File: src/rtl/soda_controller_pkg.sv
// Shared definitions for the soda machine control path.
// State encodings ST_INIT..ST_REFUND, the enum built on them, and the default
// DISP_CYCLES / TIMEOUT_CYCLES values used as parameter defaults.
package soda_controller_pkg;

    localparam logic [2:0] ST_INIT   = 3'd0;
    localparam logic [2:0] ST_WAIT   = 3'd1;
    localparam logic [2:0] ST_ADD    = 3'd2;
    localparam logic [2:0] ST_DISP   = 3'd3;
    localparam logic [2:0] ST_REFUND = 3'd4;

    localparam int unsigned SODA_DISP_CYCLES    = 4;
    localparam int unsigned SODA_TIMEOUT_CYCLES = 64;

    typedef enum logic [2:0] {
        StInit   = ST_INIT,
        StWait   = ST_WAIT,
        StAdd    = ST_ADD,
        StDisp   = ST_DISP,
        StRefund = ST_REFUND
    } soda_state_e;

endpackage

File: src/rtl/soda_controller_coin_sync.sv
// soda_coin_sync: brings the asynchronous coin-detect level into the clock
// domain, detects its rising edge and holds one pending coin until taken.
// Ports:
//   clk        in  system clock, rising edge
//   rst        in  asynchronous active-high reset
//   c          in  raw coin-detect level (asynchronous)
//   take       in  controller is accepting the pending coin this cycle
//   coin_pend  out one coin is waiting to be added
module soda_coin_sync
    import soda_controller_pkg::*;
(
    input  logic clk,
    input  logic rst,
    input  logic c,
    input  logic take,
    output logic coin_pend
);

    logic sync1;
    logic sync2;
    logic sync_prev;
    logic rise;
    logic coin_pend_next;

    assign rise = sync2 & ~sync_prev;

    // Only one coin can be held; an edge arriving while one is pending is lost.
    always_comb begin
        coin_pend_next = coin_pend;
        if (take) begin
            coin_pend_next = 1'b0;
        end else if (rise) begin
            coin_pend_next = 1'b1;
        end
    end

    always_ff @(posedge clk or posedge rst) begin
        if (rst) begin
            sync1     <= 1'b0;
            sync2     <= 1'b0;
            sync_prev <= 1'b0;
            coin_pend <= 1'b0;
        end else begin
            sync1     <= c;
            sync2     <= sync1;
            sync_prev <= sync2;
            coin_pend <= coin_pend_next;
        end
    end

endmodule

File: src/rtl/soda_controller.sv
// soda_controller: Moore control FSM for the soda machine. Accepts coins,
// strobes the datapath to clear/accumulate the total, and issues a dispense
// pulse once the total reaches the price.
// Optional feature: define SODA_TIMEOUT_EN to compile in the inactivity
// refund (timeout counter, have_coin flag and REFUND state).
// Ports:
//   clk       in  system clock, rising edge
//   rst       in  asynchronous active-high reset
//   c         in  coin-detect level from the acceptor (asynchronous)
//   tot_lt_s  in  datapath: running total is below the price
//   tot_ld    out datapath: add coin value to total at next edge
//   tot_clr   out datapath: clear total at next edge
//   d         out dispense command, DISP_CYCLES cycles long
//   refund    out one-cycle refund command (0 without SODA_TIMEOUT_EN)
//   busy      out dispensing or refunding
module soda_controller
    import soda_controller_pkg::*;
#(
    parameter int unsigned DISP_CYCLES    = SODA_DISP_CYCLES,
    parameter int unsigned TIMEOUT_CYCLES = SODA_TIMEOUT_CYCLES
) (
    input  logic clk,
    input  logic rst,
    input  logic c,
    input  logic tot_lt_s,
    output logic tot_ld,
    output logic tot_clr,
    output logic d,
    output logic refund,
    output logic busy
);

    localparam int unsigned DW = $clog2(DISP_CYCLES + 1);

    if (DISP_CYCLES < 1) begin : g_bad_disp
        $error("DISP_CYCLES must be at least 1");
    end
    if (TIMEOUT_CYCLES < 2) begin : g_bad_timeout
        $error("TIMEOUT_CYCLES must be at least 2");
    end

    soda_state_e   state;
    soda_state_e   state_next;
    logic [DW-1:0] disp_cnt;
    logic [DW-1:0] disp_cnt_next;
    logic          coin_pend;
    logic          take;
    logic          expired;

    soda_coin_sync u_coin_sync (
        .clk       (clk),
        .rst       (rst),
        .c         (c),
        .take      (take),
        .coin_pend (coin_pend)
    );

`ifdef SODA_TIMEOUT_EN
    localparam int unsigned TW = $clog2(TIMEOUT_CYCLES);
    localparam logic [TW-1:0] TO_LAST = TW'(TIMEOUT_CYCLES - 1);

    logic [TW-1:0] to_cnt;
    logic [TW-1:0] to_cnt_next;
    logic          have_coin;
    logic          have_coin_next;

    assign expired = (state == StWait) && have_coin && (to_cnt == TO_LAST);

    // Counts idle WAIT cycles of a partial purchase; saturates at the limit.
    always_comb begin
        to_cnt_next    = to_cnt;
        have_coin_next = have_coin;
        unique case (state)
            StInit: begin
                to_cnt_next    = '0;
                have_coin_next = 1'b0;
            end
            StAdd: begin
                to_cnt_next    = '0;
                have_coin_next = 1'b1;
            end
            StWait: begin
                if (have_coin && (to_cnt != TO_LAST)) begin
                    to_cnt_next = to_cnt + TW'(1);
                end
            end
            default: ;
        endcase
    end

    always_ff @(posedge clk or posedge rst) begin
        if (rst) begin
            to_cnt    <= '0;
            have_coin <= 1'b0;
        end else begin
            to_cnt    <= to_cnt_next;
            have_coin <= have_coin_next;
        end
    end
`else
    assign expired = 1'b0;
`endif

    always_comb begin
        state_next    = state;
        disp_cnt_next = disp_cnt;
        take          = 1'b0;
        unique case (state)
            StInit: begin
                state_next = StWait;
            end
            StWait: begin
                // Dispense beats a pending coin, which beats the timeout.
                if (!tot_lt_s) begin
                    state_next    = StDisp;
                    disp_cnt_next = DW'(DISP_CYCLES);
                end else if (coin_pend) begin
                    state_next = StAdd;
                    take       = 1'b1;
                end else if (expired) begin
                    state_next = StRefund;
                end
            end
            StAdd: begin
                state_next = StWait;
            end
            StDisp: begin
                disp_cnt_next = disp_cnt - DW'(1);
                if (disp_cnt == DW'(1)) begin
                    state_next = StInit;
                end
            end
            StRefund: begin
                state_next = StInit;
            end
            default: begin
                state_next = StInit;
            end
        endcase
    end

    always_ff @(posedge clk or posedge rst) begin
        if (rst) begin
            state    <= StInit;
            disp_cnt <= '0;
        end else begin
            state    <= state_next;
            disp_cnt <= disp_cnt_next;
        end
    end

    // Pure state decode so reset drops d immediately and raises tot_clr.
    always_comb begin
        tot_clr = (state == StInit);
        tot_ld  = (state == StAdd);
        d       = (state == StDisp);
`ifdef SODA_TIMEOUT_EN
        refund  = (state == StRefund);
`else
        refund  = 1'b0;
`endif
        busy    = d | refund;
    end

endmodule

File: config.mk
export PLATFORM = sky130hd
export DESIGN_NAME = soda_controller
export DESIGN_NICKNAME = d
export VERILOG_FILES = /design/src/rtl/soda_controller_pkg.sv /design/src/rtl/soda_controller_coin_sync.sv /design/src/rtl/soda_controller.sv
export SDC_FILE = /design/constraint.sdc
export NUM_CORES = 1
export LEC_CHECK = 0
export ABC_AREA = 1
export CORE_AREA = 2 2 39 41
export DETAILED_ROUTE_END_ITERATION = 7
export DIE_AREA = 0 0 41 43
export PLACE_DENSITY_LB_ADDON = 0.1
export RECOVER_POWER = 25
export SLEW_MARGIN = 10
export SYNTH_ARGS = -nofsm -noshare
export SYNTH_HDL_FRONTEND = slang
export SYNTH_SLANG_ARGS = --single-unit
File: constraint.sdc
create_clock -name clk -period 2.4 [get_ports clk]
set_input_delay 0.36 -clock clk [delete_from_list [all_inputs] [get_ports clk]]
set_output_delay 0.36 -clock clk [all_outputs]
set_load 0.02 [all_outputs]
# After elaboration in Yosys (flattened, before gate mapping)
# Cells that the tools add are included.
[word_totals]
output_inout_bits = 5
register_bits = 10
inputBits = 4
word_cells = 33
[op_classes]
n_reduce_logical = 6
muxes = 11
n_eq_ne = 7
n_addsub = 1
n_bitwise = 2
[ops]
columns = ["cell", "n"]
rows = [
  ["$mux 3", 4],
  ["$pmux 3 s3", 1],
  ["$eq 3x1->1 const B", 2],
  ["$eq 3x2->1 const B", 2],
  ["$pmux 3 s2", 1],
  ["$mux 1", 5],
  ["$reduce_and 2->1", 2],
  ["$reduce_bool 2->1", 2],
  ["$logic_not 3->1", 1],
  ["$ne 3x2->1 const B", 1],
  ["$sub 3x1->3 const B", 1],
  ["$ne 2x1->1 const B", 1],
  ["$ne 2x2->1 const B", 1],
  ["$reduce_or 2->1", 1],
  ["$and 1x1->1", 1],
  ["$not 1->1", 1],
]

# Logic depth before layout (Yosys ltp)
# Gate-level depths: netlist (run 1).
[logic_depth]
depth_word = 4
depth_mapped = 6
mapped_depth_nobuf = 6

# By module
# Synthesis (run 1) repeated with hierarchy kept, for this count alone.
[hier_totals]
hier_cells = 53
hier_area_um2 = 430.4
[by_module_without_submodules]
columns = ["mod", "instances", "seq_area_each_um2", "area_per_inst_um2", "cells_each"]
rows = [
  ["soda_controller", 1, 125.1, 306.5, 44],
  ["soda_coin_sync", 1, 100.1, 123.9, 9],
]

# Worst setup path before layout (run 1)
# No wires, ideal clock.
[synth_timing]
path_type = "register to output"
start = "register state[1]"
end = "output d"
n_path_buf = 1
path_stages_with_launch = 4
path_slack_ns = 1.198
arrival_ns = 0.842
required_time_ns = 2.040
cell_sequence = "dfrtp_1 -> nand2_2 -> inv_1 -> buf_4"
[synth_between]
elab_chain_len = 1
[synth_lines]
columns = ["element", "line_no", "source"]
rows = [
  ["from (decl)", "soda_controller.sv:42", "soda_state_e state;"],
  ["from (signal assigned)", "soda_controller.sv:144", "state <= StInit;"],
  ["from (signal assigned)", "soda_controller.sv:147", "state <= state_next;"],
  ["$eq 3x2->1", "soda_controller.sv:156", "d = (state == StDisp);"],
  ["to (decl)", "soda_controller.sv:28", "output logic d,"],
]
# Every way passes these cells.

# Worst setup path after layout (run 1)
# Ends and elaborated chain as after synthesis.

==> results of run 1 <==
synth_stat cells:
cell type,count
o21ai_0,4
nand2_1,13
or2_0,1
nor2_1,5
nand2_2,1
nand3b_1,1
a21oi_1,1
nand3_1,1
inv_1,10
conb_1,1
nand4_1,1
dfrtp_1,9
ha_1,2
buf_4,2
metal layers:
layer	vias to the layer above	track usage, %	part of all wire [%]
li1	172	-	-
met1	131	15.7	50
met2	6	13.4	46
met3	0	3.14	4.3
met4	0	6.00	0
met5	-	0	0
per-stage QoR:
step                      total power (W)  utilization [%]  setup WS, ns
final                            0.000674             38.4         0.532
after global routing             0.000746             38.4         0.431
after CTS                        0.000688             38.4         0.515
after detailed placement         0.000571             36.5         0.801
after global placement           0.000573             36.5         0.805
after floorplan                  0.000465                -          1.20
kinds of logic (layout without fill, tap and decap cells):
logic type               count (synthesis)  count (layout)  synth area share (%)
AO/OA/AOI/OAI                            5               5                  5.81
adder cells (fa/ha/maj)                  2               2                  5.81
buffers and inverters                   12              21                  12.2
flip-flops                               9               9                  52.3
other                                    1               1                 0.871
AND/OR/NAND/NOR                         23              23                  23.0
worst max-delay path: cells and delay by family, from the launching register on:
kind                   cells  cell delay [ns]
buffers and inverters      2             0.72
flip-flops                 1             0.45
AND/OR/NAND/NOR            1             0.09
power by group:
part	switching (W)	leakage [nW]	internal, W	total [W]
registers	0.0000482	0.105	0.000204	0.000253
logic	0.000180	0.161	0.000130	0.000310
clock network	0.0000483	0.0150	0.0000638	0.000112
total	0.000276	0.280	0.000398	0.000674
path summary, 6_finish.rpt:
path	to	slack (ns)	startpoint
max	d	0.53	state[1]
max in group asynchronous	state[1]	1.67	rst
max reg2reg	disp_cnt[1]	1.34	disp_cnt[0]
min in group asynchronous	disp_cnt[2]	0.49	rst
min	u_coin_sync.sync2	0.35	u_coin_sync.sync1
min reg2reg	u_coin_sync.sync2	0.35	u_coin_sync.sync1
registers in the layout (all words and copies together) (netlist names):
signal,flops
state,2
u_coin_sync.sync_prev,1
u_coin_sync.coin_pend,1
u_coin_sync.sync1,1
u_coin_sync.sync2,1
disp_cnt,3
final cells by class:
cell class | count | area, um^2 | share of cell area [%]
Clock buffer | 4 | 26.3 | 4.94
Multi-Input combinational cell | 31 | 153 | 28.7
Sequential cell | 9 | 225 | 42.4
Inverter | 10 | 37.5 | 7.06
Timing Repair Buffer | 7 | 70.1 | 13.2
Tap cell | 16 | 20.0 | 3.76
==> flow_summary.json, run 1 <==
{
  "reg2reg_depth": 4,
  "start_util_pct": 31.1,
  "worstSetupPathType": "reg2out",
  "syn_to_final_growth_pct": 23.5,
  "core_area_um2": 1380,
  "final_cell_mix": "nand2_1 (13), inv_1 (10), dfrtp_1 (9)",
  "cp.arrival_ns": 1.51,
  "row_count": 14,
  "die_x_um": 41,
  "yosys.area.top_type_share_pct": 52.3,
  "drive_gt1_share_pct": 6.56,
  "grt_pass1_vias": 300,
  "p_per_area_nw_per_um2": 1270,
  "cts_resized": 0,
  "final_common_cell": "nand2_1",
  "ys.warnings.count": 0,
  "hold_viol": 0,
  "clkTransAtPathRegs_ns": 0.06,
  "dpl.cell_count": 73,
  "boundaryPins": 9,
  "grt.total_usage_pct": 10.6,
  "dpl.hpwl_um": 559,
  "routed_wirelength_um": 694,
  "synth.distinct_cells": 14,
  "place_area_um2": 505,
  "hold_class": "reg2reg",
  "place_congestion": 0.730,
  "drv_cap": 0,
  "clockBufferDepth": 2,
  "fin_crit_ns": 1.87,
  "yosys.area.top_type": "dfrtp_1",
  "h-tree-depth": 1,
  "gr-total-overflow": 0,
  "status": "finished, final reports clean",
  "hold_ws_ns": 0.349,
  "final_cell_area_um2": 532,
  "antenna_found_initial": 0,
  "grt_pass1_wl_um": 1210,
  "p_leak_nw": 0.280,
  "via_count": 309,
  "crit_required_ns": 2.04,
  "grt_max_degree": 10,
  "postCtsSetupRepairBufs": 0,
  "clock-sinks": 9,
  "viasPerCell": 4.01,
  "die_y_um": 43,
  "synth_area_leaders": "dfrtp_1 (52%), nand2_1 (11%), inv_1 (8.7%)",
  "setup_viol": 0,
  "crit_chain": "nand2_2, inv_1, clkdlybuf4s50_1",
  "cp-start-kind": "flop",
  "fillers": 153,
  "setup-tns-final_ns": 0,
  "synth_cells": 52,
  "die_area_um2": 1760,
  "setup.worst_path.end_class": "primary output",
  "fmax_mhz": 535,
  "critPathSlowestCell": "clkdlybuf4s50_1",
  "drt-initial-drc-count": 5,
  "synth_nets": 58,
  "dr.pass1.iters": 2,
  "wl_per_cell_um": 9.01,
  "maxSlewViolCount": 0,
  "synth_area_um2": 430,
  "stdcell_count": 77,
  "ir_drop_mv": 0.448,
  "postCtsHoldBufs": 0,
  "synth_seq_cells": 9,
  "antenna_cells_inserted": 0,
  "cts_root_buffer": "clkbuf_4",
  "ant_nets": 0,
  "drc": 0,
  "cts_tree": "built",
  "hold_depth": 0,
  "critPathMaxStageDelay_ns": 0.61,
  "fin_skew_ns": 0.00254,
  "grt_setup_unrepaired": "no",
  "fin_crit_sh_pct": 77.8,
  "insertion_delay_ns": 0.25,
  "fin_nets": 68,
  "cts_buffers": 3,
  "worstPathMaxFanout": 7,
  "io_buffers": 7,
  "ys_seq_area_share_pct": 52.3,
  "syn_area_per_cell_um2": 8.28
}
Note: power is estimated with default switching activity, not from simulation.
==> inputs of run 2 (changes only) <==
Clock period 2.4 ns to 1.6 ns, I/O delays scaled along.
==> run 2 against run 1 <==
- via count unchanged
- largest cell class unchanged
- final cell count unchanged
- setup slack got worse by 0.40 ns
- register-to-register slack got worse by 0.80 ns
- highest routed layer unchanged
- non-clock buffer count unchanged
- utilization decreased by 0.36 points
- routed wire length decreased by 0.14%
==> flow_summary.json, run 2 (synthesized netlist as in run 1, its figures left out) <==
{
  "crit_required_ns": 1.36,
  "fin_crit_sh_pct": 91.8,
  "cts_tree": "built",
  "hold_class": "reg2reg",
  "fin_crit_ns": 1.47,
  "pre_cts_slack_ns": 0.121,
  "syn_to_final_growth_pct": 22.4,
  "setup-tns-final_ns": 0,
  "postCtsHoldBufs": 0,
  "ir_drop_mv": 0.658,
  "clockBufferDepth": 2,
  "final_cell_mix": "nand2_1 (13), inv_1 (10), dfrtp_1 (9)",
  "row_count": 14,
  "crit_chain": "nand2_2, inv_1, dlygate4sd2_1",
  "wl_per_cell_um": 9.00,
  "gr-total-overflow": 0,
  "startpoint": "state[1]",
  "hold_end": "u_coin_sync.sync2",
  "hp-start": "u_coin_sync.sync1",
  "dpl.hpwl_um": 559,
  "via_count": 309,
  "fillers": 155,
  "rr_endpoint": "disp_cnt[1]",
  "dr.pass1.iters": 2,
  "hold_ws_ns": 0.349,
  "fin_skew_ns": 0.00254,
  "ant_nets": 0,
  "maxSlewViolCount": 0,
  "worstSetupPathType": "reg2out",
  "p_leak_nw": 0.293,
  "fin_nets": 68,
  "die_x_um": 41,
  "cts_buffers": 3,
  "core_area_um2": 1380,
  "finalWorstSetupSlack_ns": 0.131,
  "hold_depth": 0,
  "antenna_cells_inserted": 0,
  "crit_buf_inv": 2,
  "p_per_area_nw_per_um2": 1850,
  "fin_util_pct": 38.1,
  "drc": 0,
  "cts_root_buffer": "clkbuf_4",
  "start_util_pct": 31.1,
  "critPathSlowestCell": "dfrtp_1",
  "setup_viol": 0,
  "critPathMaxStageDelay_ns": 0.45,
  "reg2reg_slack_ns": 0.54,
  "fmax_mhz": 681,
  "setup.worst_path.end_class": "primary output",
  "die_y_um": 43,
  "antenna_found_initial": 0,
  "top_register": "disp_cnt",
  "grt_pass1_vias": 305,
  "viasPerCell": 4.01,
  "grt_pass1_wl_um": 1230,
  "place_congestion": 0.730,
  "r2r_start": "disp_cnt[0]",
  "clock-sinks": 9,
  "insertion_delay_ns": 0.25,
  "routed_wirelength_um": 693,
  "largestRegisters": "disp_cnt x3, state x2",
  "grt.total_usage_pct": 10.7,
  "drv_cap": 0,
  "die_area_um2": 1760,
  "grt_setup_unrepaired": "no",
  "grt_max_degree": 10,
  "final_common_cell": "nand2_1",
  "status": "finished, final reports clean",
  "boundaryPins": 9,
  "place_area_um2": 505,
  "io_buffers": 7,
  "reg2reg_depth": 4,
  "h-tree-depth": 1,
  "drive_gt1_share_pct": 6.56,
  "clkTransAtPathRegs_ns": 0.06,
  "final_cell_area_um2": 527,
  "worstPathMaxFanout": 7,
  "largest_register_ffs": 3,
  "drt-initial-drc-count": 5,
  "cp.arrival_ns": 1.23,
  "cp-start-kind": "flop",
  "hold_viol": 0,
  "cp_top_family": "flip-flops"
}
==> run 2: cell type report <==
class / count / area, um^2 / share of cell area [%]
Sequential cell: 9 / 225 / 42.8
Timing Repair Buffer: 7 / 65.1 / 12.4
Tap cell: 16 / 20.0 / 3.80
Inverter: 10 / 37.5 / 7.13
Multi-Input combinational cell: 31 / 153 / 29.0
Clock buffer: 4 / 26.3 / 4.99
==> run 2: per-layer routing <==
| metal | GRT usage, % | vias up | routed length (um) |
|---|---|---|---|
| met3 | 3.14 | 0 | 31 |
| met5 | 0 | - | 0 |
| li1 | - | 172 | - |
| met4 | 6.00 | 0 | 0 |
| met2 | 13.8 | 6 | 318 |
| met1 | 15.7 | 131 | 344 |
==> run 2: report_power, final <==
| part | internal [W] | switching (W) | total, W |
|---|---|---|---|
| sequential | 0.000307 | 0.0000724 | 0.000379 |
| combinational | 0.000160 | 0.000268 | 0.000428 |
| clock | 0.0000957 | 0.0000725 | 0.000168 |
| total | 0.000562 | 0.000412 | 0.000975 |
==> run 2: timing repair <==
item                       4_1_cts  5_1_grt
setup endpoints to repair        4        0
gates resized for setup          4        0
setup buffers                    0        0
==> run 2: worst max path at each step <==
| stage | to | slack [ns] | cells past startpoint |
|---|---|---|---|
| detailed placement | d | 0.12 | 3 |
| finish | d | 0.13 | 3 |
| CTS | d | 0.11 | 3 |
| floorplan | d | 0.52 | 3 |
| global route | tot_ld | 0.03 | 3 |
| global placement | tot_ld | 0.13 | 3 |
==> run 2: worst reg2reg max path, cell delays in order, from the launching register on <==
cell and delay [ns]:
dfrtp_1 0.36, inv_1 0.06, ha_1 0.28, or2_0 0.23, nand2_1 0.07
==> run 2: stage by stage <==
stage | total power, W | std cells
CTS | 0.000996 | 77
finish | 0.000975 | 77
floorplan | 0.000697 | 52
global route | 0.00108 | 77
global placement | 0.000860 | 73
detailed placement | 0.000856 | 73
==> inputs of run 3 (changes only) <==
Settings changed: GPL_TIMING_DRIVEN set to 1.
==> results of run 3 <==
No change in the layout: final DEF, timing and power equal those of run 2.
